===== config.mk =====
export PLATFORM = sky130hd
export DESIGN_NAME = apb_slave_regfile
export DESIGN_NICKNAME = d
export VERILOG_FILES = /design/src/rtl/apb_pkg.sv /design/src/rtl/apb_wait_ctr.sv /design/src/rtl/apb_slave_regfile.sv
export SDC_FILE = /design/constraint.sdc
export NUM_CORES = 1
export LEC_CHECK = 0
export BUFFER_PORTS_ARGS = -buffer_cell sky130_fd_sc_hd__clkbuf_2
export CORE_UTILIZATION = 45
export DETAILED_ROUTE_END_ITERATION = 10
export MAX_ROUTING_LAYER = met4
export PLACE_DENSITY_LB_ADDON = 0.15
export SYNTH_ARGS = -nofsm -noshare
export SYNTH_HDL_FRONTEND = slang
export SYNTH_SLANG_ARGS = --single-unit

===== constraint.sdc =====
create_clock -name clk -period 49.1 [get_ports clk]
set_input_delay 7.365 -clock clk [delete_from_list [all_inputs] [get_ports clk]]
set_output_delay 7.365 -clock clk [all_outputs]
set_load 0.01 [all_outputs]

===== src/rtl/apb_pkg.sv =====
// rtl/apb_pkg.sv - shared types and constants for the APB slave register file
package apb_pkg;

  typedef enum logic [1:0] {
    IDLE,
    ACCESS,
    DONE
  } apb_state_t;

  localparam int WAIT_W = 4;

  localparam logic OKAY   = 1'b0;
  localparam logic SLVERR = 1'b1;

  // Number of byte-lane address bits below the word index.
  function automatic int lane_bits(input int data_w);
    return $clog2(data_w / 8);
  endfunction

endpackage


===== src/rtl/apb_wait_ctr.sv =====
// rtl/apb_wait_ctr.sv - loadable down-counter with zero/last flags for APB wait states
module apb_wait_ctr
  import apb_pkg::*;
#(
  parameter int W = WAIT_W
) (
  input  logic         clk,
  input  logic         rst,
  input  logic         load,
  input  logic [W-1:0] load_val,
  input  logic         dec,
  output logic [W-1:0] count,
  output logic         zero,
  output logic         last
);

  // Saturates at zero so a full-scale load never wraps.
  always_ff @(posedge clk or posedge rst) begin
    if (rst) begin
      count <= '0;
    end else if (load) begin
      count <= load_val;
    end else if (dec && (count != '0)) begin
      count <= count - 1'b1;
    end
  end

  assign zero = (count == '0);
  assign last = (count == W'(1));

endmodule


===== src/rtl/apb_slave_regfile.sv =====
// rtl/apb_slave_regfile.sv - APB register file slave with wait states and PSLVERR; APB_SLV_PSTRB_EN adds byte strobes
module apb_slave_regfile
  import apb_pkg::*;
#(
  parameter int           ADDR_W      = 32,
  parameter int           DATA_W      = 32,
  parameter int           DEPTH       = 16,
  parameter int           WAIT_CYCLES = 0,
  parameter logic [255:0] RO_MASK     = '0
) (
  input  logic                    clk,
  input  logic                    rst,
  input  logic [ADDR_W-1:0]       paddr,
  input  logic [DATA_W-1:0]       pwdata,
  input  logic                    pwrite,
  input  logic                    psel,
  input  logic                    penable,
`ifdef APB_SLV_PSTRB_EN
  input  logic [DATA_W/8-1:0]     pstrb,
`endif
  output logic [DATA_W-1:0]       prdata,
  output logic                    pready,
  output logic                    pslverr,
  output logic [DEPTH*DATA_W-1:0] reg_q
);

  localparam int LB    = lane_bits(DATA_W);
  localparam int IW    = ADDR_W - LB;
  localparam int IDX_W = (DEPTH > 1) ? $clog2(DEPTH) : 1;
  localparam int NB    = DATA_W / 8;

  apb_state_t        state;
  logic [DATA_W-1:0] regs [DEPTH];
  logic [IW-1:0]     full_idx;
  logic [IDX_W-1:0]  idx;
  logic [NB-1:0]     be;
  logic [WAIT_W-1:0] cnt;
  logic              cnt_zero, cnt_last;
  logic              legal, ro_hit, setup, fire, wr_fire, err;

  assign full_idx = paddr[ADDR_W-1:LB];
  assign idx      = full_idx[IDX_W-1:0];
  assign legal    = (paddr[LB-1:0] == '0) && (full_idx < IW'(DEPTH));
  assign ro_hit   = RO_MASK[idx];
  assign setup    = psel && !penable;
  assign err      = !legal || (pwrite && ro_hit);

`ifdef APB_SLV_PSTRB_EN
  assign be = pstrb;
`else
  assign be = '1;
`endif

  // fire marks the edge that raises pready: straight from setup when there is no stall.
  assign fire = ((state != ACCESS) && setup && (WAIT_CYCLES == 0)) ||
                ((state == ACCESS) && psel && penable && !pready && (cnt_zero || cnt_last));
  assign wr_fire = (state == ACCESS) && psel && penable && pready && pwrite && legal && !ro_hit;

  apb_wait_ctr #(.W(WAIT_W)) u_wait_ctr (
    .clk      (clk),
    .rst      (rst),
    .load     ((state != ACCESS) && setup),
    .load_val (WAIT_W'(WAIT_CYCLES)),
    .dec      ((state == ACCESS) && psel && !pready),
    .count    (cnt),
    .zero     (cnt_zero),
    .last     (cnt_last)
  );

  always_ff @(posedge clk or posedge rst) begin
    if (rst) begin
      state   <= IDLE;
      pready  <= 1'b0;
      pslverr <= OKAY;
      prdata  <= '0;
    end else begin
      case (state)
        IDLE, DONE: state <= setup ? ACCESS : IDLE;
        ACCESS: begin
          if (!psel)       state <= IDLE;
          else if (pready) state <= DONE;
        end
        default: state <= IDLE;
      endcase
      if (fire) begin
        pready  <= 1'b1;
        pslverr <= err ? SLVERR : OKAY;
        if (!pwrite) prdata <= legal ? regs[idx] : '0;
      end else begin
        pready  <= 1'b0;
        pslverr <= OKAY;
      end
    end
  end

  always_ff @(posedge clk or posedge rst) begin
    if (rst) begin
      for (int i = 0; i < DEPTH; i++) regs[i] <= '0;
    end else if (wr_fire) begin
      for (int b = 0; b < NB; b++) begin
        if (be[b]) regs[idx][b*8 +: 8] <= pwdata[b*8 +: 8];
      end
    end
  end

  for (genvar g = 0; g < DEPTH; g++) begin : g_flat
    assign reg_q[g*DATA_W +: DATA_W] = regs[g];
  end

endmodule


==> results of run 1 <==
-- cell usage in the layout (no fill, tap or decap), drive strengths merged, types with 2 or more instances in the layout --
cell      netlist  final
diode           0      2
nand3          32     32
mux2          574    574
a21oi           2      2
clkbuf         77    694
nand3b          2      2
clkinv          0     15
nor2b           2      2
o21ai          32     32
nor4            6      6
clkinvlp        0      3
a221oi         31     31
nor3b           3      3
o22ai          32     32
nand2          40     40
nand2b          4      4
nand4           3      3
nor3            3      3
bufinv          0      7
buf            67     38
ha              3      3
or4             2      2
dfrtp         552    552
xor2            2      2
nor2           26     26
or2             2      2
mux2i         192    192
inv             5      6
a22oi          64     64
a211oi          3      3
-- worst min-delay path, cell delays in order, from the launching register on --
cell and delay (ns):
dfrtp_1 0.34, nand2_1 0.05, o21ai_0 0.06
-- where the power goes --
group | switching, µW | internal, µW | leakage (µW)
combinational | 32.7 | 12.7 | 0.00780
sequential | 0.157 | 455 | 0.00771
clock | 188 | 275 | 0.000988
total | 221 | 742 | 0.0165
-- cell type report --
| class | count | area share (%) |
|---|---|---|
| clock inverters | 26 | 1.04 |
| clock buffers | 81 | 5.49 |
| inverters | 5 | 0.0860 |
| repair buffers | 651 | 11.1 |
| flip-flops and latches | 552 | 45.2 |
| well taps | 696 | 2.85 |
| diodes | 2 | 0.0164 |
| multi-input cells | 1073 | 34.2 |
-- cell usage after synthesis, types with 2 or more instances --
cell type / instances / share of area (%)
nand2_1: 40 / 0.60
buf_2: 31 / 0.62
a21oi_1: 2 / 0.040
buf_6: 3 / 0.14
ha_1: 3 / 0.15
o22ai_1: 32 / 0.81
a221oi_1: 31 / 1.1
nor2b_1: 2 / 0.050
mux2i_1: 192 / 7.7
o21ai_0: 32 / 0.64
inv_1: 5 / 0.076
nor3_1: 3 / 0.060
nand3_1: 32 / 0.64
nand2b_1: 4 / 0.10
a211oi_1: 3 / 0.091
nand4_1: 3 / 0.076
buf_1: 18 / 0.27
dfrtp_1: 552 / 56
xor2_1: 2 / 0.071
or2_2: 2 / 0.050
clkbuf_1: 77 / 1.2
mux2_1: 28 / 1.3
nor4_1: 5 / 0.13
buf_4: 15 / 0.45
nor2_4: 3 / 0.14
nor3b_1: 3 / 0.091
nor2_2: 5 / 0.13
nor2_1: 18 / 0.27
a22oi_1: 64 / 1.9
mux2_2: 546 / 25
-- cell families (layout without fill, tap and decap cells) --
| kind of cell | Yosys count | count (layout) | share of synthesized area (%) |
|---|---|---|---|
| muxes | 766 | 766 | 33.8 |
| DFF | 552 | 552 | 55.6 |
| AOI/OAI and AO/OA | 166 | 166 | 4.67 |
| buffers and inverters | 149 | 763 | 2.73 |
| and+or+nand+nor | 135 | 135 | 2.98 |
| adders and majority gates | 3 | 3 | 0.151 |
| xor gates and xnor gates | 3 | 3 | 0.106 |
| other | 0 | 2 | 0 |
-- registers in the layout, indices dropped and copies added, names as in the netlist --
register	flops
reg_q	512
pready	1
pslverr	1
prdata	32
u_wait_ctr.count	4
state	2
-- layer usage --
layer  routed length (µm)  vias up  share of wire, %
li1                     -     7678                 -
met1                37600     9582                41
met2                44100      725                48
met3                 6280      186               6.8
met4                 3650        0               4.0
met5                    0        -                 0
-- path summary, 6_finish.rpt --
path,endpoint,cells after the start
hold reg to reg,prdata[0]$_DFFE_PP0P_,2
max in group asynchronous,reg_q[242]$_DFFE_PP0P_,4
setup reg to reg,reg_q[64]$_DFFE_PP0P_,6
setup / recovery,reg_q[64]$_DFFE_PP0P_,7
min in group asynchronous,reg_q[67]$_DFFE_PP0P_,2
hold / removal,prdata[0]$_DFFE_PP0P_,2
-- per-stage QoR --
stage / setup slack [ns] / util (%) / std cells / cell area, µm²
4_1_cts: 39.26 / 56.5 / 3084 / 30600
5_1_grt: 39.05 / 56.5 / 3086 / 30600
2_1_floorplan: 26.30 / - / 1774 / 24800
3_3_place_gp: 38.64 / 52.8 / 2977 / 28600
3_5_place_dp: 38.63 / 52.8 / 2977 / 28600
6_report: 39.20 / 56.5 / 3086 / 30600
==> impl_metrics.json, run 1 <==
{
  "coreArea_mm2": 0.0541,
  "worst-path-buf-inv": 2,
  "insertion_delay_ns": 0.61,
  "top_usage_layer": "met2",
  "grt_start_max_net_pins": 182,
  "end_kind": "flip-flop",
  "power_uw": 963,
  "finalWirelength_um": 91700,
  "rows": 85,
  "fp.dieW_um": 237,
  "hpwl_um": 61600,
  "final.period_utilization_pct": 20.2,
  "drtIter0Drc": 1105,
  "synthArstFlopShare_pct": 100,
  "grt_pass1_wl_um": 133000,
  "grt_pass1_vias": 18600,
  "r2r_start": "state[1]$_DFFE_PP0P_",
  "cts_tree": "done",
  "final_antenna_net_count": 0,
  "criticalPathCategory": "in2reg",
  "grtUsageMet2_pct": 53.5,
  "slew_violations": 0,
  "start_kind": "primary input",
  "fill_cells": 4555,
  "gr-usage-met3_pct": 7.76,
  "postCtsSetupBuffers": 0,
  "start_util_pct": 45.9,
  "yosysWarnings": 0,
  "final-setup-viol-count": 0,
  "tightest_slew_ns": 1.10,
  "slowest_stage": "nor2_4",
  "synth.distinct_cells": 48,
  "cts_buffers": 59,
  "use_met1_pct": 41.8,
  "rsz0062_at_grt": "no",
  "drc": 0,
  "dr.pass1.iters": 5,
  "synth_seq_cells": 552,
  "cts_resized": 0,
  "clkSinkCount": 552,
  "fmax_ghz": 0.101,
  "fin_crit_ns": 9.90,
  "overflow": 0,
  "rrSetupSlack_ns": 45.90,
  "dominantRegCellSynth": "dfrtp_1",
  "routedWlPerCell_um": 29.7,
  "track_usage_pct": 33.5,
  "critPathMaxStageDelay_ns": 0.64,
  "ioPinCount": 615,
  "cts_root_buf": "clkbuf_16",
  "fin_setup_tns_ns": 0,
  "multiInputGateArea_mm2": 0.0105,
  "h-tree-depth": 2,
  "fin_worst_skew_ns": 0.0218,
  "gp_congestion": 0.917,
  "maxSlewHeadroom_pct": 26.8,
  "vdd_drop_max_mv": 0.0277,
  "p_leak_uw": 0.0165,
  "cpLargestDelayFamily": "simple AND/OR/NAND/NOR gates",
  "path_max_fanout": 20,
  "dieArea_mm2": 0.0561,
  "crit_path_cell_trace": "clkbuf_2 -> or4_4 -> nor4_4 -> nand4b_1 -> nor2_4 -> buf_4 -> mux2_2",
  "syn-cell-area_mm2": 0.0248,
  "hold_viol": 0,
  "die_y_um": 237,
  "synth.net_count": 1846,
  "status": "completed",
  "drive_gt1_share_pct": 55.6,
  "synth_sequential_area_ratio_pct": 55.6,
  "cts_buffer_depth": 3,
  "cts_hold_buf": 0,
  "whs_ns": 0.487,
  "hold_class": "reg2reg",
  "cap_violations": 0,
  "via_per_inst": 5.89,
  "seq_area_mm2": 0.0138,
  "worstPathArrival_ns": 10.38,
  "port_buffers": 614,
  "syn_to_final_growth_pct": 23.1,
  "synthesis.instances": 1774,
  "fin_nets": 2414,
  "vias": 18200,
  "avgSynthCellArea_um2": 14.0,
  "synth-edff-count": 0,
  "powerDensity_mw_per_mm2": 31.5,
  "cts.reportedPaths.clkPinSlew_ns": 0.06,
  "worstHoldStart": "prdata[0]$_DFFE_PP0P_",
  "antenna_found_initial": 2,
  "cp.required_ns": 49.58,
  "cp-startpoint": "paddr[23]"
}
Power figures use the tool's default switching activity.
==> run 2: changes to the inputs <==
--- a/config.mk
+++ b/config.mk
@@ -5,6 +5,7 @@
 export SDC_FILE = /design/constraint.sdc
 export NUM_CORES = 1
 export LEC_CHECK = 0
+export ABC_AREA = 1
 export BUFFER_PORTS_ARGS = -buffer_cell sky130_fd_sc_hd__clkbuf_2
 export CORE_UTILIZATION = 45
 export DETAILED_ROUTE_END_ITERATION = 10
==> constraint.sdc (replaced) <==
create_clock -name clk -period 10 [get_ports clk]
set_input_delay 1.5 -clock clk [delete_from_list [all_inputs] [get_ports clk]]
set_output_delay 1.5 -clock clk [all_outputs]
set_load 0.01 [all_outputs]
==> run 2 against run 1 <==
Effect of this change:
- synthesized cell count increased by 150%
- combinational power grew to 9.9 times the previous value
- largest cell class unchanged
- clock skew increased by 0.0089 ns
- die area increased by 20%
- power grew to 5.1 times the previous value
==> impl_metrics.json, run 2 <==
{
  "fmax_ghz": 0.204,
  "clkSinkCount": 552,
  "finalWirelength_um": 123000,
  "antenna_found_initial": 0,
  "dominantRegCellSynth": "dfrtp_1",
  "layout_commonest_cell": "nand2_1",
  "grt_start_max_net_pins": 162,
  "final-setup-viol-count": 0,
  "tightest_slew_ns": 1.23,
  "fin_worst_skew_ns": 0.0307,
  "synth.distinct_cells": 25,
  "final_cell_mix": "2,073 x nand2_1, 612 x clkbuf_2, 552 x dfrtp_1",
  "start_util_pct": 45.5,
  "synth_area_leaders": "dfrtp_1 46%, nand2_1 26%, nand4_1 11%, inv_1 5.9%, nor2_1 2.9%",
  "via_per_inst": 5.49,
  "multiInputGateArea_mm2": 0.0128,
  "largest_register_ffs": 512,
  "antenna_cells": 0,
  "synth_top_cell_area_share_pct": 46.2,
  "yosysWarnings": 0,
  "synth.net_count": 4433,
  "status": "completed",
  "setup_slack_ns": 5.11,
  "yosysMostFrequentCell": "nand2_1",
  "cts_tree": "done",
  "rrSetupSlack_ns": 6.01,
  "crit_path_cell_trace": "buf_4 -> buf_4 -> nand2_2 -> nor2_4 -> nand3_2 -> nand2_1 -> nand2_1",
  "vdd_drop_max_mv": 0.155,
  "dieArea_mm2": 0.0675,
  "final_antenna_net_count": 0,
  "track_usage_pct": 36.5,
  "rows": 94,
  "pre_cts_ws_ns": 4.45,
  "syn_to_final_growth_pct": 16.9,
  "grt_pass1_wl_um": 182000,
  "fp.dieW_um": 260,
  "worstPathArrival_ns": 5.41,
  "cp.required_ns": 10.52,
  "hold_viol": 0,
  "use_met1_pct": 47.5,
  "critPathMaxStageDelay_ns": 0.88,
  "die_y_um": 260,
  "synth.largest_area_cell": "dfrtp_1",
  "criticalPathCategory": "in2reg",
  "top_usage_layer": "met2",
  "hpwl_um": 80500,
  "cts_root_buf": "clkbuf_16",
  "fin_crit_ns": 4.89,
  "seq_area_mm2": 0.0138,
  "drtIter0Drc": 2996,
  "drive_gt1_share_pct": 17.0,
  "slew_violations": 0,
  "grt_pass1_vias": 28000,
  "vias": 30900,
  "maxSlewHeadroom_pct": 18.0,
  "gp_congestion": 0.907,
  "netlist_top_cells_count": "2,074 x nand2_1, 552 x dfrtp_1, 513 x nand4_1, 473 x inv_1, 229 x nor2_1",
  "synth-edff-count": 0,
  "syn-cell-area_mm2": 0.0299,
  "insertion_delay_ns": 0.65,
  "cts_buffers": 61,
  "hold_class": "reg2reg",
  "avgSynthCellArea_um2": 6.86,
  "gr-usage-met3_pct": 5.11,
  "cp-startpoint": "paddr[3]",
  "start_kind": "primary input",
  "fin_nets": 4794,
  "ioPinCount": 615,
  "fin_setup_tns_ns": 0,
  "fill_cells": 6641,
  "r2r_start": "state[1]$_DFFE_PP0P_",
  "rsz0062_at_grt": "no",
  "cts.reportedPaths.clkPinSlew_ns": 0.06,
  "synthArstFlopShare_pct": 100,
  "cts_buffer_depth": 3,
  "end_kind": "flip-flop",
  "slowest_stage": "nor2_4",
  "cts_resized": 0,
  "final.period_utilization_pct": 48.9,
  "synth_sequential_area_ratio_pct": 46.2,
  "routedWlPerCell_um": 21.8,
  "drc": 0,
  "synthesis.instances": 4361,
  "coreArea_mm2": 0.0657,
  "h-tree-depth": 2,
  "powerDensity_mw_per_mm2": 141,
  "cap_violations": 0,
  "port_buffers": 614,
  "path_max_fanout": 67,
  "postCtsSetupBuffers": 0,
  "grtUsageMet2_pct": 55.8,
  "p_leak_uw": 0.0203,
  "overflow": 0,
  "dr.pass1.iters": 6,
  "synth_seq_cells": 552,
  "worstHoldStart": "prdata[10]$_DFFE_PP0P_",
  "cts_hold_buf": 0
}
[run 2: path summary, 6_finish.rpt]
kind	to	depth (start not counted)
hold / removal	prdata[10]$_DFFE_PP0P_	2
setup reg to reg	reg_q[80]$_DFFE_PP0P_	9
max in group asynchronous	reg_q[181]$_DFFE_PP0P_	4
setup / recovery	reg_q[367]$_DFFE_PP0P_	7
min in group asynchronous	reg_q[454]$_DFFE_PP0P_	2
hold reg to reg	prdata[10]$_DFFE_PP0P_	2
[run 2: final cells by class]
type | instances | area share [%]
clock buffer | 89 | 5.07
clock inverter | 21 | 0.490
timing repair buffer | 670 | 10.1
tap | 864 | 3.09
inverter | 485 | 5.23
sequential | 552 | 39.5
multi-input combinational | 2952 | 36.5
[run 2: routing by layer]
layer / wire length, µm / part of all wire (%) / vias up
li1: - / - / 14300
met1: 48400 / 39 / 14800
met2: 57000 / 47 / 1520
met3: 10300 / 8.4 / 288
met4: 6880 / 5.6 / 0
met5: 0 / 0 / -
[run 2: worst max-delay path, delay by kind of cell]
family        cells  cell delay, ns
simple gates      5            2.68
buf+inv           2            1.18
[run 2: where the power goes]
| group | internal, µW | switching (µW) |
|---|---|---|
| logic | 102 | 348 |
| clock network | 1270 | 978 |
| registers | 2240 | 6.28 |
| total | 3620 | 1330 |
[run 2: per-stage QoR]
step / total power (µW) / util (%) / area (µm²) / instances / hold WS (ns)
final: 4950 / 53.2 / 35000 / 5633 / 0.482
after global routing: 5090 / 53.2 / 35000 / 5633 / 0.506
after CTS: 4970 / 53.2 / 35000 / 5633 / 0.482
after detailed placement: 2740 / 50.2 / 33000 / 5523 / 0.465
after global placement: 2740 / 50.2 / 33000 / 5523 / 0.462
after floorplan: 2580 / - / 29900 / 4361 / 0.465
[run 2: logic make-up (layout without fill, tap and decap cells)]
| group | Yosys count | count (layout) | share of synthesized area, % |
|---|---|---|---|
| AO/OA/AOI/OAI | 38 | 38 | 0.640 |
| adder cells (fa/ha/maj) | 3 | 3 | 0.125 |
| buffers and inverters | 857 | 1265 | 11.5 |
| flip-flops | 552 | 552 | 46.2 |
| AND/OR/NAND/NOR | 2911 | 2911 | 41.6 |
==> run 3: changes to the inputs <==
==> constraint.sdc (replaced) <==
create_clock -name clk -period 3.9 [get_ports clk]
set_input_delay 0.585 -clock clk [delete_from_list [all_inputs] [get_ports clk]]
set_output_delay 0.585 -clock clk [all_outputs]
set_load 0.01 [all_outputs]
==> run 3 against run 2 <==
Effect of this change:
- cell count up 0.46%
- clock-buffer cell count grew 8
- global-route usage shrank 0.17 points
==> impl_metrics.json, run 3 (same netlist as run 2, synthesis figures left out) <==
{
  "power_uw": 12900,
  "start_util_pct": 45.5,
  "antenna_found_initial": 0,
  "dieArea_mm2": 0.0675,
  "via_per_inst": 5.42,
  "final_antenna_net_count": 0,
  "drive_gt1_share_pct": 17.2,
  "grt_pass1_wl_um": 181000,
  "placed_area_mm2": 0.0334,
  "port_buffers": 614,
  "r2r_cells": 7,
  "cts.reportedPaths.clkPinSlew_ns": 0.07,
  "cts_tree": "done",
  "finalInstanceArea_mm2": 0.0354,
  "cap_violations": 0,
  "final_cell_mix": "2,073 x nand2_1, 612 x clkbuf_2, 552 x dfrtp_1",
  "grt_start_max_net_pins": 132,
  "ioPinCount": 615,
  "rows": 94,
  "crit_path_cell_trace": "inv_1 -> nand3_1 -> nor4_4 -> buf_12 -> buf_4 -> nand4_1 -> nand2_1",
  "fmax_ghz": 0.412,
  "path_max_fanout": 81,
  "vdd_drop_max_mv": 0.344,
  "criticalPathCategory": "reg2reg",
  "postCtsSetupBuffers": 0,
  "cts_root_buf": "clkbuf_16",
  "worst-path-buf-inv": 3,
  "dr.pass1.iters": 5,
  "critPathMaxStageDelay_ns": 0.53,
  "drc": 0,
  "layout_commonest_cell": "nand2_1",
  "syn_to_final_growth_pct": 18.3,
  "routedWlPerCell_um": 21.6,
  "fp.dieW_um": 260,
  "largest_register_ffs": 512,
  "stdcell_count": 5659,
  "fin_crit_ns": 2.43,
  "track_usage_pct": 36.3,
  "slew_violations": 0,
  "drtIter0Drc": 3311,
  "p_leak_uw": 0.0205,
  "rrSetupSlack_ns": 1.47,
  "status": "completed",
  "start_kind": "flip-flop",
  "maxSlewHeadroom_pct": 36.7,
  "clkSinkCount": 552,
  "hold_viol": 0,
  "cts_buffers": 61,
  "tightest_slew_ns": 0.950,
  "insertion_delay_ns": 0.64,
  "cts_hold_buf": 0,
  "cpLargestDelayFamily": "simple AND/OR/NAND/NOR gates",
  "h-tree-depth": 2,
  "cts_buffer_depth": 3,
  "hold_class": "in2async",
  "antenna_cells": 0,
  "fin_setup_tns_ns": 0,
  "slowest_stage": "buf_4",
  "r2r-end": "reg_q[398]$_DFFE_PP0P_",
  "end_kind": "flip-flop",
  "vias": 30700,
  "final.period_utilization_pct": 62.2,
  "r2r_start": "state[1]$_DFFE_PP0P_",
  "fin_worst_skew_ns": 0.0291,
  "final_util_pct": 53.8,
  "final-setup-viol-count": 0,
  "cts_resized": 0,
  "dp.cells": 5550,
  "rsz0062_at_grt": "no",
  "worstPathArrival_ns": 3.00,
  "die_y_um": 260,
  "coreArea_mm2": 0.0657,
  "overflow": 0,
  "grt_pass1_vias": 28000,
  "cp.required_ns": 4.48,
  "finalWirelength_um": 122000,
  "gp_congestion": 0.919,
  "hpwl_um": 81200,
  "fin_nets": 4821,
  "powerDensity_mw_per_mm2": 364
}
run 3: changes by cell type in the layout (fill, tap and decap cells not counted), moves of 2 or more:
cell / before / now
clkinv_2: 14 / 3
buf_12: 3 / 16
nand3_2: 7 / 1
bufinv_16: 2 / 5
clkbuf_8: 14 / 16
clkbuf_1: 14 / 20
buf_4: 55 / 69
nand3_1: 49 / 55
run 3: report_power, final:
part / leakage, µW / internal, µW / switching (µW)
logic: 0.0118 / 278 / 889
registers: 0.00771 / 5750 / 16.4
clock network: 0.000986 / 3500 / 2460
run 3: area by class of cell:
type,count,area (µm²)
Clock buffer,97,1820
Clock inverter,12,199
Fill cell,6537,30400
Inverter,485,1830
Multi-Input combinational cell,2952,12700
Sequential cell,552,13800
Tap cell,864,1080
Timing Repair Buffer,697,3900
run 3: routing by layer:
| layer | routed length (µm) | vias to the layer above | part of all wire (%) | global-route usage (%) |
|---|---|---|---|---|
| met5 | 0 | - | 0 | - |
| met2 | 57200 | 1349 | 47 | 55.7 |
| met3 | 9120 | 301 | 7.5 | 5.67 |
| met4 | 6790 | 0 | 5.6 | 17.9 |
| met1 | 49000 | 14700 | 40 | 46.8 |
| li1 | - | 14300 | - | - |
run 3: worst max path at each step:
stage	slack, ns	endpoint	cells past startpoint	from
after floorplan	-4.20	prdata[0]$_DFFE_PP0P_	1	rst
final	1.47	reg_q[398]$_DFFE_PP0P_	7	state[1]$_DFFE_PP0P_
after global placement	1.12	reg_q[34]$_DFFE_PP0P_	9	paddr[3]
after CTS	1.52	reg_q[474]$_DFFE_PP0P_	7	state[1]$_DFFE_PP0P_
after detailed placement	1.06	reg_q[234]$_DFFE_PP0P_	8	paddr[2]
after global routing	1.32	reg_q[471]$_DFFE_PP0P_	7	state[1]$_DFFE_PP0P_
run 3: per-stage QoR:
stage | setup WS, ns | hold slack [ns]
floorplan | -4.20 | 0.465
global placement | 1.12 | 0.466
detailed placement | 1.06 | 0.468
CTS | 1.52 | 0.0803
global route | 1.32 | 0.114
finish | 1.47 | 0.109
